## config.mk

```make
export PLATFORM = sky130hd
export DESIGN_NAME = zx_dcmi_capture
export DESIGN_NICKNAME = d
export VERILOG_FILES = /design/src/rtl/zx_dcmi_capture.sv
export SDC_FILE = /design/constraint.sdc
export NUM_CORES = 1
export LEC_CHECK = 0
export ABC_AREA = 1
export CORE_ASPECT_RATIO = 0.5
export CORE_MARGIN = 4
export CORE_UTILIZATION = 55
export CTS_CLUSTER_DIAMETER = 120
export DETAILED_ROUTE_END_ITERATION = 7
export PLACE_DENSITY_LB_ADDON = 0.15
export SLEW_MARGIN = 0
export SYNTH_ARGS = -nofsm -noshare
export SYNTH_HDL_FRONTEND = slang
export SYNTH_SLANG_ARGS = --single-unit
```

## constraint.sdc

```tcl
create_clock -name ZX_PIX_CLK -period 3.7 [get_ports ZX_PIX_CLK]
set_input_delay 0.37 -clock ZX_PIX_CLK [delete_from_list [all_inputs] [get_ports ZX_PIX_CLK]]
set_output_delay 0.37 -clock ZX_PIX_CLK [all_outputs]
set_load 0.03 [all_outputs]
```

## src/rtl/zx_dcmi_capture.sv

```systemverilog
// -----------------------------------------------------------------------------
// zx_dcmi_capture
//
// Captures the ZX Spectrum RGBI pixel stream and re-emits a cropped, optionally
// decimated and optionally two-pixel-packed stream on the MCU DCMI port.
// Configuration is shadowed at every frame start, so register writes from the
// SPI block take effect on the next frame only. The exception is cfg_enable,
// which also gates the outputs live.
//
// Ports:
//   ZX_PIX_CLK   pixel clock, all logic on the rising edge
//   reset        synchronous, active-low
//   zx_pix       pixel data {I,B,G,R}, bit 0 = R
//   zx_hs/zx_vs  horizontal / vertical sync, active high
//   cfg_enable   capture enable (shadowed, and also live output gate)
//   cfg_pack     0: one pixel per word, 1: two pixels per word
//   cfg_decim    capture one frame of every cfg_decim+1
//   cfg_x0/x1    window columns [x0, x1)
//   cfg_y0/y1    window rows    [y0, y1)
//   dcmi_data    output word (holds while dcmi_valid is low)
//   dcmi_valid   word strobe
//   dcmi_href    row-in-window
//   dcmi_vsync   captured frame active (window rows only)
//   frame_cnt    number of vs rising edges, wraps
//   lines_last   line count of the previous frame
// -----------------------------------------------------------------------------
module zx_dcmi_capture #(
    parameter int PIX_W = 4,
    parameter int OUT_W = 8,
    parameter int CNT_W = 10,
    parameter int FRM_W = 16
) (
    input  logic             ZX_PIX_CLK,
    input  logic             reset,
    input  logic [PIX_W-1:0] zx_pix,
    input  logic             zx_hs,
    input  logic             zx_vs,
    input  logic             cfg_enable,
    input  logic             cfg_pack,
    input  logic [3:0]       cfg_decim,
    input  logic [CNT_W-1:0] cfg_x0,
    input  logic [CNT_W-1:0] cfg_x1,
    input  logic [CNT_W-1:0] cfg_y0,
    input  logic [CNT_W-1:0] cfg_y1,
    output logic [OUT_W-1:0] dcmi_data,
    output logic             dcmi_valid,
    output logic             dcmi_href,
    output logic             dcmi_vsync,
    output logic [FRM_W-1:0] frame_cnt,
    output logic [CNT_W-1:0] lines_last
);

    localparam logic [CNT_W-1:0] CNT_MAX = '1;

    // Sync edge detection
    logic hs_reg;
    logic vs_reg;
    logic hs_rise;
    logic vs_rise;

    // Position counters and frame state
    logic [CNT_W-1:0] x_reg;
    logic [CNT_W-1:0] y_reg;
    logic             synced_reg;
    logic             cap_reg;
    logic [3:0]       dec_reg;
    logic [FRM_W-1:0] frame_cnt_reg;
    logic [CNT_W-1:0] lines_last_reg;

    // Shadowed configuration
    logic             en_sh_reg;
    logic             pack_sh_reg;
    logic [CNT_W-1:0] x0_sh_reg;
    logic [CNT_W-1:0] x1_sh_reg;
    logic [CNT_W-1:0] y0_sh_reg;
    logic [CNT_W-1:0] y1_sh_reg;

    // Pack buffer and output registers
    logic [PIX_W-1:0] buf_reg;
    logic [PIX_W-1:0] buf_next;
    logic             buf_full_reg;
    logic             buf_full_next;
    logic [OUT_W-1:0] data_reg;
    logic [OUT_W-1:0] data_next;
    logic             valid_reg;
    logic             valid_next;
    logic             href_reg;
    logic             href_next;
    logic             vsync_reg;
    logic             vsync_next;

    // Window decode
    logic x_in;
    logic y_in;
    logic frame_on;
    logic in_win;

    // Candidate output words
    logic [OUT_W-1:0] word_single;
    logic [OUT_W-1:0] word_pair;
    logic [OUT_W-1:0] word_flush;

    assign hs_rise = zx_hs & ~hs_reg;
    assign vs_rise = zx_vs & ~vs_reg;

    // Inverted or empty bounds simply never satisfy both comparisons.
    assign x_in     = (x_reg >= x0_sh_reg) && (x_reg < x1_sh_reg);
    assign y_in     = (y_reg >= y0_sh_reg) && (y_reg < y1_sh_reg);
    assign frame_on = synced_reg & en_sh_reg & cap_reg;
    assign in_win   = frame_on & x_in & y_in;

    // Word layouts: single = {0, pix}; pair = {0, pix, buffered}; flush = {0, buffered}.
    for (genvar gi = 0; gi < OUT_W; gi++) begin : g_word
        if (gi < PIX_W) begin : g_lo
            assign word_single[gi] = zx_pix[gi];
            assign word_pair[gi]   = buf_reg[gi];
            assign word_flush[gi]  = buf_reg[gi];
        end else if (gi < 2 * PIX_W) begin : g_mid
            assign word_single[gi] = 1'b0;
            assign word_pair[gi]   = zx_pix[gi-PIX_W];
            assign word_flush[gi]  = 1'b0;
        end else begin : g_hi
            assign word_single[gi] = 1'b0;
            assign word_pair[gi]   = 1'b0;
            assign word_flush[gi]  = 1'b0;
        end
    end

    always_comb begin
        data_next     = data_reg;
        valid_next    = 1'b0;
        href_next     = 1'b0;
        buf_next      = buf_reg;
        buf_full_next = buf_full_reg;

        if (pack_sh_reg) begin
            if (in_win) begin
                href_next = 1'b1;
                if (buf_full_reg) begin
                    data_next     = word_pair;
                    valid_next    = 1'b1;
                    buf_full_next = 1'b0;
                end else begin
                    buf_next      = zx_pix;
                    buf_full_next = 1'b1;
                end
            end else if (buf_full_reg) begin
                // Odd pixel left at window exit; href stays up for this slot.
                data_next     = word_flush;
                valid_next    = 1'b1;
                href_next     = 1'b1;
                buf_full_next = 1'b0;
            end
        end else if (in_win) begin
            data_next  = word_single;
            valid_next = 1'b1;
            href_next  = 1'b1;
        end

        // Sync edges drop anything still buffered once the flush above is done.
        if (hs_rise || vs_rise) begin
            buf_full_next = 1'b0;
        end

        vsync_next = frame_on & y_in;

        // The live enable overrides everything on the output side.
        if (!cfg_enable) begin
            data_next     = data_reg;
            valid_next    = 1'b0;
            href_next     = 1'b0;
            vsync_next    = 1'b0;
            buf_full_next = 1'b0;
        end
    end

    always_ff @(posedge ZX_PIX_CLK) begin
        if (!reset) begin
            hs_reg         <= 1'b0;
            vs_reg         <= 1'b0;
            x_reg          <= '0;
            y_reg          <= '0;
            synced_reg     <= 1'b0;
            cap_reg        <= 1'b0;
            dec_reg        <= '0;
            frame_cnt_reg  <= '0;
            lines_last_reg <= '0;
            en_sh_reg      <= 1'b0;
            pack_sh_reg    <= 1'b0;
            x0_sh_reg      <= '0;
            x1_sh_reg      <= '0;
            y0_sh_reg      <= '0;
            y1_sh_reg      <= '0;
            buf_reg        <= '0;
            buf_full_reg   <= 1'b0;
            data_reg       <= '0;
            valid_reg      <= 1'b0;
            href_reg       <= 1'b0;
            vsync_reg      <= 1'b0;
        end else begin
            hs_reg       <= zx_hs;
            vs_reg       <= zx_vs;
            buf_reg      <= buf_next;
            buf_full_reg <= buf_full_next;
            data_reg     <= data_next;
            valid_reg    <= valid_next;
            href_reg     <= href_next;
            vsync_reg    <= vsync_next;

            // vs takes priority over a coincident hs so the frame starts on row 0.
            if (vs_rise) begin
                x_reg          <= '0;
                y_reg          <= '0;
                lines_last_reg <= y_reg;
                frame_cnt_reg  <= frame_cnt_reg + FRM_W'(1);
                synced_reg     <= 1'b1;
                en_sh_reg      <= cfg_enable;
                pack_sh_reg    <= cfg_pack;
                x0_sh_reg      <= cfg_x0;
                x1_sh_reg      <= cfg_x1;
                y0_sh_reg      <= cfg_y0;
                y1_sh_reg      <= cfg_y1;
                // The reload value is the decimation just shadowed for this frame.
                cap_reg        <= (dec_reg == 4'd0);
                dec_reg        <= (dec_reg == 4'd0) ? cfg_decim : dec_reg - 4'd1;
            end else if (hs_rise) begin
                x_reg <= '0;
                if (y_reg != CNT_MAX) begin
                    y_reg <= y_reg + CNT_W'(1);
                end
            end else if (x_reg != CNT_MAX) begin
                x_reg <= x_reg + CNT_W'(1);
            end
        end
    end

    assign dcmi_data  = data_reg;
    assign dcmi_valid = valid_reg;
    assign dcmi_href  = href_reg;
    assign dcmi_vsync = vsync_reg;
    assign frame_cnt  = frame_cnt_reg;
    assign lines_last = lines_last_reg;

endmodule

```

==> flow_metrics.py <==
metrics = {
    "cells_and_area": {
        "fin_cells": 940,
        "antenna_cells": 0,
        "syn2layout_area_growth_pct": 23.2,
        "fin_nets": 896,
        "largest_reg_flops": 16,
        "stdcell_area_um2": 6700,
        "drive_gt1_share_pct": 5.84,
        "num-fill-cells": 799,
    },
    "clock_tree": {
        "clkLatencyLatePin_ps": 340,
        "holdBufCountCts": 0,
        "cts.path.max_buffers": 2,
        "post_cts_buffers": 0,
        "cts_buffers": 9,
        "path_clk_slew_ps": 70,
        "cts_root_buf": "clkbuf_16",
        "clock_sinks": 112,
        "cts_resized": 0,
        "tritoncts": "built",
        "htreeDepth": 3,
    },
    "sta": {
        "rsz0062_at_grt": "no",
        "timing_hold_violations_final": 0,
        "finalSetupViolations": 0,
        "slew-limit-headroom_pct": 43.2,
        "finalCriticalPeriod_ps": 2220,
        "fmax_mhz": 451,
        "fin_crit_sh_pct": 60.0,
        "clock_skew_ps": 7.91,
        "tightestPinTransition_ps": 850,
        "drv_slew": 0,
        "fin_tns_setup_ps": 0,
        "hold_ws_ps": 454,
    },
    "worst_hold_path": {
        "hp-class": "reg -> reg",
    },
    "power_and_ir_drop": {
        "power.density_nw_per_um2": 371,
        "leakagePower_nw": 2.82,
        "vdd_drop_max_mv": 0.238,
    },
    "place": {
        "placedInstanceArea_um2": 6420,
        "hpwl_mm": 9.07,
        "port_buffers": 90,
        "dpl.cell_count": 924,
        "place_congestion": 0.832,
    },
    "detailed_routing": {
        "via_per_inst": 5.13,
        "antenna_left": 0,
        "remaining_drc_errors": 0,
        "routed_wl_mm": 12.4,
        "wl_per_cell_um": 13.2,
        "vias": 4820,
        "drt_iter0_drc": 240,
        "dr.pass1.iters": 4,
    },
    "floorplan": {
        "die_x_um": 149,
        "die_area_um2": 11600,
        "start_util_pct": 57.0,
        "io_pins": 91,
        "core_region_area_um2": 9540,
        "die_h_um": 78.3,
        "fp-row-count": 25,
    },
    "worst_setup_path": {
        "critical_path.endpoint_type": "flip-flop",
        "reg2reg_slack_ps": 1480,
        "required_ps": 3890,
        "worstPathArrival_ps": 2410,
        "critPathMaxFanout": 6,
        "startpoint_type": "flip-flop",
        "worst-setup-path-type": "reg -> reg",
    },
    "logic_synthesis": {
        "ys_seq_elements": 112,
        "synth-edff-count": 0,
        "synth_top_area_share_pct": 41.2,
        "synth_ff_type": "dfxtp_1",
        "yosysTopAreaCell": "dfxtp_1",
        "ys_types": 40,
        "synth_nets": 815,
        "avgSynthCellArea_um2": 7.56,
        "yosysSeqAreaShare_pct": 41.2,
        "yosys_warnings": 0,
        "synthMostInstantiatedCell": "nand2_1",
        "ys_top_cells_by_area": "dfxtp_1, ha_1, nand2_1, inv_1, nand3_1",
        "netlist_instances": 719,
        "synthTopCellsByCount": "nand2_1, dfxtp_1, inv_1",
        "syn_area_um2": 5440,
        "async_flop_share_pct": 0,
    },
    "global_routing": {
        "grt_antenna_before_repair": 0,
        "grtUsageTotal_pct": 22.2,
        "grt_pass1_vias": 4788,
        "grt_max_degree": 62,
        "grt_pass1_wl_mm": 21.3,
        "gr-total-overflow": 0,
    },
    "job": {
        "cap_viol_max_count": 0,
    },
    "run_status": {
        "outcome": "finished clean",
    },
}
-- cell usage in the layout, fill, tap and decap left out, drive strengths merged --
master and count:
nor2 51, clkdlybuf4s50 89, buf 6, a21o 3, o22ai 1, clkinv 4
o21a 3, dfxtp 112, o21ai 66, or2 3, xor2 7, o21bai 1
xnor2 3, a21oi 46, inv 106, nor3 18, or3 1, nor3b 2
nand3b 1, nand2 142, nand4 10, a211oi 3, a221oi 1, mux2i 1
clkbuf 10, nor4 1, nand3 71, a31oi 1, ha 42
-- where the power goes --
| group | internal (mW) | leakage, nW | switching (mW) | total, mW |
|---|---|---|---|---|
| clock network | 0.478 | 0.143 | 0.441 | 0.920 |
| registers | 1.25 | 0.912 | 0.0219 | 1.27 |
| logic | 0.127 | 1.77 | 0.173 | 0.300 |
| total | 1.85 | 2.82 | 0.636 | 2.49 |
-- metrics by stage --
stage | utilization [%] | total power [mW] | worst slack, ps
4_1_cts | 70.2 | 2.51 | 1500
2_1_floorplan | - | 1.48 | 1910
5_1_grt | 70.2 | 2.60 | 1300
6_report | 70.2 | 2.49 | 1480
3_3_place_gp | 67.3 | 1.58 | 1500
3_5_place_dp | 67.3 | 1.59 | 1400
-- layer usage --
layer	GRT usage (%)	vias to the layer above	wire length [um]
met5	0	-	0
met4	6.82	0	172
met3	4.90	18	473
met2	38.2	97	5770
met1	28.1	2198	6000
li1	-	2507	-
-- layout make-up --
| type | count | area (um2) | area share, % |
|---|---|---|---|
| multi-input combinational | 478 | 2690 | 40.1 |
| clock buffer | 10 | 239 | 3.57 |
| clock inverter | 6 | 41.3 | 0.616 |
| inverter | 104 | 390 | 5.83 |
| tap | 135 | 169 | 2.52 |
| sequential | 112 | 2240 | 33.5 |
| timing repair buffer | 95 | 933 | 13.9 |
-- worst max-delay path, stage by stage (launching register included) --
cell	delay (ps)
dfxtp_1	480
ha_1	290
a21o_1	180
nor2_1	120
nand2_1	70
nand2_1	60
nand2_1	100
nor2_4	200
nand2_4	90
inv_1	150
nand2_1	160
nand2_1	110
a21oi_1	70
-- cell families after synthesis --
logic type               synth area share (%)
flip-flops                               41.2
AO/OA/AOI/OAI                            12.1
adder cells (fa/ha/maj)                  9.66
multiplexers                            0.184
buffers and inverters                    9.39
AND/OR/NAND/NOR                          25.8
XOR/XNOR                                 1.61
-- worst paths after layout --
check / start / end / cells past startpoint
min reg2reg: lines_last[8]$_SDFFE_PN0P_ / lines_last[8]$_SDFFE_PN0P_ / 2
max reg2reg: y_reg[5]$_SDFFE_PP0P_ / buf_reg[2]$_SDFFE_PN0P_ / 12
min: lines_last[8]$_SDFFE_PN0P_ / lines_last[8]$_SDFFE_PN0P_ / 2
max: y_reg[5]$_SDFFE_PP0P_ / buf_reg[2]$_SDFFE_PN0P_ / 12
Note: power is estimated with default switching activity, not from simulation.
